==> src/rtl/ram_clr_param_if.sv <==
// Bus bundle for ram_clr_param: write data/address/strobes from the CPU side,
// read data and clear-busy flag back from the RAM.
interface ram_clr_param_if #(
    parameter int WIDTH  = 16,
    parameter int AWIDTH = 6
) ();
    logic [WIDTH-1:0]  in;
    logic [AWIDTH-1:0] addr;
    logic              ld;
    logic              clr;
    logic [WIDTH-1:0]  out;
    logic              busy;

    modport master (output in, addr, ld, clr, input out, busy);
    modport slave  (input in, addr, ld, clr, output out, busy);
endinterface

==> src/rtl/ram_clr_param.sv <==
// Parametrised single-port word RAM with a hardware clear sweep after reset or
// on request, and a selectable combinational or registered read path.
module ram_clr_param #(
    parameter int WIDTH  = 16,
    parameter int AWIDTH = 6,
    parameter int RD_REG = 0
) (
    input logic           clk,
    input logic           rst,
    ram_clr_param_if.slave bus
);
    localparam int DEPTH = 2 ** AWIDTH;

    typedef enum logic {IDLE, CLEAR} state_t;

    state_t            state, state_nx;
    logic [AWIDTH-1:0] cnt, cnt_nx;
    logic [WIDTH-1:0]  mem [DEPTH];
    logic              busy;
    logic              we;
    logic [AWIDTH-1:0] waddr;
    logic [WIDTH-1:0]  wdata;
    logic [WIDTH-1:0]  rdata;

    always_ff @(posedge clk or posedge rst) begin
        if (rst) begin
            state <= CLEAR;
            cnt   <= '0;
        end else begin
            state <= state_nx;
            cnt   <= cnt_nx;
        end
    end

    always_comb begin
        state_nx = state;
        cnt_nx   = cnt;
        case (state)
            CLEAR: begin
                if (cnt == '1) state_nx = IDLE;
                else           cnt_nx   = cnt + 1'b1;
            end
            default: begin
                if (bus.clr) begin
                    state_nx = CLEAR;
                    cnt_nx   = '0;
                end
            end
        endcase
    end

    assign busy = (state == CLEAR);

    // The sweep borrows the single write port, so user writes are masked while busy.
    always_comb begin
        we    = busy | (bus.ld & ~bus.clr);
        waddr = busy ? cnt : bus.addr;
        wdata = busy ? '0 : bus.in;
    end

    always_ff @(posedge clk) begin
        if (we) mem[waddr] <= wdata;
    end

    generate
        if (RD_REG == 0) begin : g_comb_rd
            always_comb begin
                rdata = busy ? '0 : mem[bus.addr];
            end
        end else begin : g_reg_rd
            always_ff @(posedge clk or posedge rst) begin
                if (rst)       rdata <= '0;
                else if (busy) rdata <= '0;
                else           rdata <= mem[bus.addr];
            end
        end
    endgenerate

    assign bus.out  = rdata;
    assign bus.busy = busy;
endmodule

==> src/flat_wrapper.sv <==
// flat-port wrapper written by rule: the top's interface ports become plain ports
module ram_clr_param_flat 
#(
    parameter int WIDTH  = 16,
    parameter int AWIDTH = 6,
    parameter int RD_REG = 0
)
  (clk, rst, bus_in, bus_addr, bus_ld, bus_clr, bus_out, bus_busy);
  ram_clr_param_if #(.WIDTH(WIDTH), .AWIDTH(AWIDTH)) bus_i ();
  input logic clk;
  input logic rst;
  input wire logic [$bits(bus_i.in)-1:0] bus_in;
  input wire logic [$bits(bus_i.addr)-1:0] bus_addr;
  input wire logic [$bits(bus_i.ld)-1:0] bus_ld;
  input wire logic [$bits(bus_i.clr)-1:0] bus_clr;
  output wire logic [$bits(bus_i.out)-1:0] bus_out;
  output wire logic [$bits(bus_i.busy)-1:0] bus_busy;
  assign bus_i.in = bus_in;
  assign bus_i.addr = bus_addr;
  assign bus_i.ld = bus_ld;
  assign bus_i.clr = bus_clr;
  assign bus_out = bus_i.out;
  assign bus_busy = bus_i.busy;
  ram_clr_param #(.WIDTH(WIDTH), .AWIDTH(AWIDTH), .RD_REG(RD_REG)) u_core (.clk(clk), .rst(rst), .bus(bus_i));
endmodule
==> config.mk <==
export PLATFORM = sky130hd
export DESIGN_NAME = ram_clr_param_flat
export DESIGN_NICKNAME = d
export VERILOG_FILES = /design/src/rtl/ram_clr_param_if.sv /design/src/rtl/ram_clr_param.sv /design/src/flat_wrapper.sv
export SDC_FILE = /design/constraint.sdc
export NUM_CORES = 1
export LEC_CHECK = 0
export CORE_MARGIN = 3
export CORE_UTILIZATION = 62
export DETAILED_ROUTE_END_ITERATION = 7
export PLACE_DENSITY = 0.79
export SLEW_MARGIN = 40
export SYNTH_ARGS = -nofsm -noshare
export SYNTH_HDL_FRONTEND = slang
export SYNTH_SLANG_ARGS = --single-unit
==> constraint.sdc <==
create_clock -name clk -period 4.15 [get_ports clk]
set_input_delay 0.83 -clock clk [delete_from_list [all_inputs] [get_ports clk]]
set_output_delay 0.83 -clock clk [all_outputs]
set_load 0.02 [all_outputs]
==> flow_summary.toml, run 1 <==
[timing]
min_period_over_period_pct = 98.1
finalHoldViolations = 0
fin_crit_ns = 4.07
rsz0062_at_grt = "false"
max_slew_margin_pct = 39.2
finalSetupViolations = 0
finalHoldWorstSlack_ns = 0.424
setup_tns_ns = 0
fmax_ghz = 0.246
fin_ws_ns = 0.0777
worst_slew_pin_slew_ns = 0.910
slew_violations = 0
clock_skew_ns = 0.0331

[place]
gp_congestion = 0.922
dp.cells = 2989
place_ws_ns = -0.385
portBuffers = 42
dp_hpwl_um = 63500

[yosys]
synth.distinct_cells = 56
synth_fp_nets = 1936
synth_flop_cell = "edfxtp_1"
netlist_area_mm2 = 0.0403
synth_top_area_share_pct = 76.3
synthCells = 1909
ys_seq_area_share_pct = 76.8
synth_seq_cells = 1031
yosysTopAreaCell = "edfxtp_1"
avgSynthCellArea_um2 = 21.1
ys_top_cells_by_area = "edfxtp_1 (76%), mux4_2 (11%), mux2i_1 (2.5%)"
synth-edff-count = 1024
async_reset_ff_share_pct = 0.679
yosysWarningCount = 0

[finish]
most-common-layout-cells = "edfxtp_1 (1024), buf_4 (258), mux4_2 (205), clkbuf_16 (100), mux2i_1 (99)"
multi_input_area_mm2 = 0.00884
finalNetCount = 2274
final_common_cell = "edfxtp_1"
drive_above_1_share_pct = 30.8
regArea_mm2 = 0.0309
syn_to_final_growth_pct = 17.3
final_util_pct = 74.2
instances_no_fill = 3175
n_fill_cell = 3307

[worst_setup_path]
crit_slowest_cell = "mux4_2"
start_kind = "primary input"
path_common_cell = "buf_12"
cp_slowest_stage_delay_ns = 0.52
ff2ff_path_depth = 6
crit_type = "primary input to primary output"
crit_arrival_ns = 3.24
cp.required_ns = 3.32
cp_cell_sequence = "buf_12, buf_12, buf_12, mux4_2, o21ai_1, a31oi_1, a221oi_4, o32ai_4, dlygate4sd2_1"
crit_fanout = 16
end_kind = "primary output"

[flow_run]
maxCapViolations = 0

[worst_hold_path]
hp-class = "primary input to async pin"

[run_status]
status = "finished clean"

[global_routing]
grt_max_degree = 65
grt_pass1_vias = 21900
grt_first_pass_wirelength_um = 152000
grt_usage_pct = 31.7
antenna_found_initial = 5
grt_overflow = 0

[die]
die_h_um = 261
ios = 43
fp-row-count = 92
die_x_um = 261
dieArea_mm2 = 0.0681
start_util_pct = 63.3
fp.coreArea_mm2 = 0.0637

[clocking]
cts_buffer_depth = 3
cts_tree = "built"
clkSinkCount = 1031
root_buffer = "clkbuf_16"
cts_made_buffers = 98
insertion_delay_ns = 0.66
cts.clk_slew.worst_paths_ns = 0.07
ctsHoldBuffers = 0
cts_setup_buffers = 0
htreeDepth = 3

[routing]
routed_wirelength_um = 106000
drcViolationCount = 0
wl_per_cell_um = 33.3
vias = 22000
drtPass1Iterations = 5
drtAntennaViolNets = 0
vias_per_cell = 6.94
drt-initial-drc-count = 3067

[power]
peakVddDrop_v = 0.000455
p_per_area_mw_per_mm2 = 514
power_leakage_nw = 16.0
==> layer usage <==
layer	part of all wire, %	GRT usage (%)	wire length, µm	up-vias
li1	-	-	-	8688
met4	4.8	14.4	5060	2
met3	13	7.25	13400	293
met2	47	48.3	50000	1752
met5	0.012	0	13	-
met1	35	44.8	37500	11300
==> area by class of cell <==
cell class	instances	share of cell area [%]
sequential	1031	65.5
multi-input combinational	765	18.7
clock buffer	119	5.49
tap	846	2.24
inverter	6	0.0477
timing repair buffer	345	6.99
antenna	1	0.00530
clock inverter	62	1.05
==> state kept, by name (all words and copies together), names as in the netlist <==
signal	count
u_core.mem	1024
u_core.cnt	6
u_core.bus.busy	1
==> cells in the mapped netlist, types with 4 or more instances <==
cell type  count
clkbuf_1      21
o22ai_1       30
buf_1          7
inv_1          6
a211oi_1      19
a22o_1        10
or2_2          4
mux4_1         8
nand2b_1      10
edfxtp_1    1024
a21oi_1       18
buf_2         41
o21ai_0       31
o21ai_1        6
buf_4         18
nor3_1        18
a2111oi_0      6
o221ai_1       9
mux4_2       205
nor2b_1       45
o21a_1         4
nand3_1        8
a21o_1         4
a31oi_1       13
dfrtp_1        6
mux2i_1      100
a221oi_1      22
a22oi_1       16
buf_6         13
nand2_1       44
mux2_2        26
o32ai_1        4
nor2_1        73
o211ai_1       9
==> stage by stage <==
stage               area, µm²  power (mW)
floorplan               40300        14.3
global placement        43800        15.5
detailed placement      43900        15.7
CTS                     47100        24.2
global route            47200        24.9
finish                  47200        24.3
==> what timing repair did <==
action / in CTS / in global routing
pin swaps: 1 / 2
setup endpoints to repair: 16 / 6
gates cloned: 1 / 0
resized for setup: 30 / 9
==> power by group <==
part           internal, mW  switching, mW  leakage, nW
clock network          4.83           3.82         1.50
logic                  1.04           1.95         4.87
registers              12.4          0.262         9.59
==> worst paths after layout <==
kind | slack [ns] | endpoint | start
setup / recovery | 0.08 | bus_out[11] | bus_addr[0]
hold / removal | 0.42 | u_core.cnt[1] | rst
setup reg to reg | 0.85 | u_core.mem[22][10] | u_core.bus.busy
hold reg to reg | 0.64 | u_core.cnt[1] | u_core.cnt[1]
max in group asynchronous | 3.45 | u_core.bus.busy | rst
min in group clk | 0.64 | u_core.cnt[1] | u_core.cnt[1]
==> cells by family (layout without fill, tap and decap cells) <==
logic type	Yosys count	after routing	share of synthesized area, %
flops	1031	1031	76.8
mux	339	339	15.2
compound gates	215	215	3.74
simple gates	209	209	2.45
buf+inv	113	532	1.80
fa+ha+maj	1	1	0.0311
xor+xnor	1	1	0.0217
other cells	0	1	0
==> critical path, delay by kind of cell <==
kind / cells / cell delay [ns]
compound gates: 4 / 0.96
buf+inv: 4 / 0.91
mux: 1 / 0.52
Note: power is estimated with default switching activity, not from simulation.
==> inputs of run 2 (changes only) <==
--- a/config.mk
+++ b/config.mk
@@ -8,6 +8,7 @@
 export CORE_MARGIN = 3
 export CORE_UTILIZATION = 62
 export DETAILED_ROUTE_END_ITERATION = 7
+export GPL_ROUTABILITY_DRIVEN = 0
 export PLACE_DENSITY = 0.79
 export SLEW_MARGIN = 40
 export SYNTH_ARGS = -nofsm -noshare
==> flow_summary.toml, run 2 (synthesized netlist as in run 1, its figures left out) <==
[flow_run]
maxCapViolations = 0

[clocking]
htreeDepth = 3
insertion_delay_ns = 0.68
root_buffer = "clkbuf_16"
cts_buffer_depth = 3
cts_setup_buffers = 0
cts.clk_slew.worst_paths_ns = 0.06
clkSinkCount = 1031
cts_tree = "built"
cts_made_buffers = 100

[timing]
fmax_ghz = 0.244
rsz0062_at_grt = "false"
finalSetupViolations = 0
slew_violations = 0
min_period_over_period_pct = 98.6
clock_skew_ns = 0.0277
fin_crit_ns = 4.09
setup_tns_ns = 0
finalHoldViolations = 0
worst_slew_pin_slew_ns = 0.877
max_slew_margin_pct = 41.4

[die]
die_x_um = 261
ios = 43
fp.coreArea_mm2 = 0.0637
start_util_pct = 63.3
die_h_um = 261
dieArea_mm2 = 0.0681
fp-row-count = 92

[global_routing]
grt_pass1_vias = 21800
grt_usage_pct = 31.7
grt_overflow = 0
antenna_found_initial = 3
grt_max_degree = 65
grt_first_pass_wirelength_um = 152000

[worst_setup_path]
end_kind = "primary output"
rrSetupSlack_ns = 0.81
crit_fanout = 14
cp_slowest_stage_delay_ns = 0.71
crit_arrival_ns = 3.26
start_kind = "primary input"
worstReg2RegStart = "u_core.bus.busy"
cp.required_ns = 3.32
crit_type = "primary input to primary output"
cp_cell_sequence = "bufbuf_16, and2_1, buf_12, a221oi_1, o21ai_1, a311o_1, o41ai_2, clkdlybuf4s50_1"
ff2ff_path_depth = 6
r2r_end = "u_core.mem[2][12]"
crit_slowest_cell = "clkdlybuf4s50_1"

[finish]
drive_above_1_share_pct = 30.6
largest_reg_flops = 1024
final_common_cell = "edfxtp_1"
regArea_mm2 = 0.0309
finalNetCount = 2264
final_area_mm2 = 0.0471
n_fill_cell = 3315
regMostFlops = "u_core.mem"
syn_to_final_growth_pct = 17.0
most-common-layout-cells = "edfxtp_1 (1024), buf_4 (258), mux4_2 (206), clkbuf_16 (101), mux2i_1 (98)"
multi_input_area_mm2 = 0.00880

[place]
dp_hpwl_um = 61800
portBuffers = 42
place_area_mm2 = 0.0437

[routing]
drt-initial-drc-count = 3479
vias_per_cell = 6.97
wl_per_cell_um = 33.2
drtAntennaViolNets = 0
drtPass1Iterations = 8
vias = 22100
drcViolationCount = 0
routed_wirelength_um = 105000

[power]
peakVddDrop_v = 0.000422
internal_power_mw = 18.7
p_seq_share_pct = 51.2
p_sw_share_pct = 24.3
combPwrFrac_pct = 11.8
clock_power_share_pct = 36.9
p_switching_mw = 6.01
power_leakage_nw = 16.0
p_per_area_mw_per_mm2 = 524

[worst_hold_path]
hp-class = "primary input to async pin"

[run_status]
status = "finished clean"
==> run 2: critical path, delay by kind of cell <==
kind / cells / cell delay [ns]
buffers and inverters: 3 / 1.20
AO/OA/AOI/OAI: 4 / 0.97
AND/OR/NAND/NOR: 1 / 0.25
==> run 2: metrics by stage <==
stage | util (%) | std cells | worst slack (ns) | total power [mW] | hold slack, ns
finish | 74.1 | 3164 | 0.0561 | 24.7 | 0.495
global route | 74.1 | 3163 | 0.00120 | 25.3 | 0.518
CTS | 74.0 | 3161 | 0.00496 | 24.7 | 0.459
detailed placement | 68.7 | 2978 | -0.290 | 15.6 | 0.577
global placement | 68.6 | 2974 | -0.305 | 15.5 | 0.577
floorplan | - | 1909 | 0.690 | 14.3 | 0.536
==> run 2: power groups by stage <==
stage | clock network, mW | logic (mW) | registers, mW
2_1_floorplan | 0 | 1.56 | 12.7
3_3_place_gp | 0 | 2.72 | 12.8
3_5_place_dp | 0 | 2.80 | 12.8
4_1_cts | 9.18 | 2.86 | 12.6
5_1_grt | 9.57 | 3.04 | 12.7
6_report | 9.12 | 2.93 | 12.7
==> run 2: worst max-delay path by stage <==
stage / startpoint / endpoint / depth (start not counted)
after detailed placement: bus_addr[0] / bus_out[0] / 7
after CTS: bus_addr[1] / bus_out[3] / 8
after global routing: u_core.mem[1][11] / bus_out[11] / 8
final: bus_addr[0] / bus_out[12] / 8
after floorplan: bus_addr[0] / bus_out[12] / 9
after global placement: bus_addr[0] / bus_out[11] / 8
==> run 2: final cells by class <==
class                           count  area share, %
Inverter                            6         0.0478
Sequential cell                  1031           65.6
Timing Repair Buffer              333           6.49
Clock inverter                     63           1.43
Multi-Input combinational cell    765           18.7
Tap cell                          846           2.25
Antenna cell                        1        0.00531
Clock buffer                      119           5.53
==> run 2: timing repair <==
action | CTS | global route
hold buffers | 0 | 0
gates cloned | 1 | 0
endpoints found under the setup margin | 16 | 8
pin swaps | 0 | 2
gates resized for setup | 20 | 10
hold endpoints to repair | 0 | 0
==> run 2: layer usage <==
layer	wire [µm]	track usage (%)	vias up	share of wire, %
li1	-	-	8663	-
met1	36900	44.4	11200	35
met2	49900	48.8	1842	47
met3	13500	8.11	310	13
met4	4800	12.6	4	4.6
met5	21	0	-	0.020
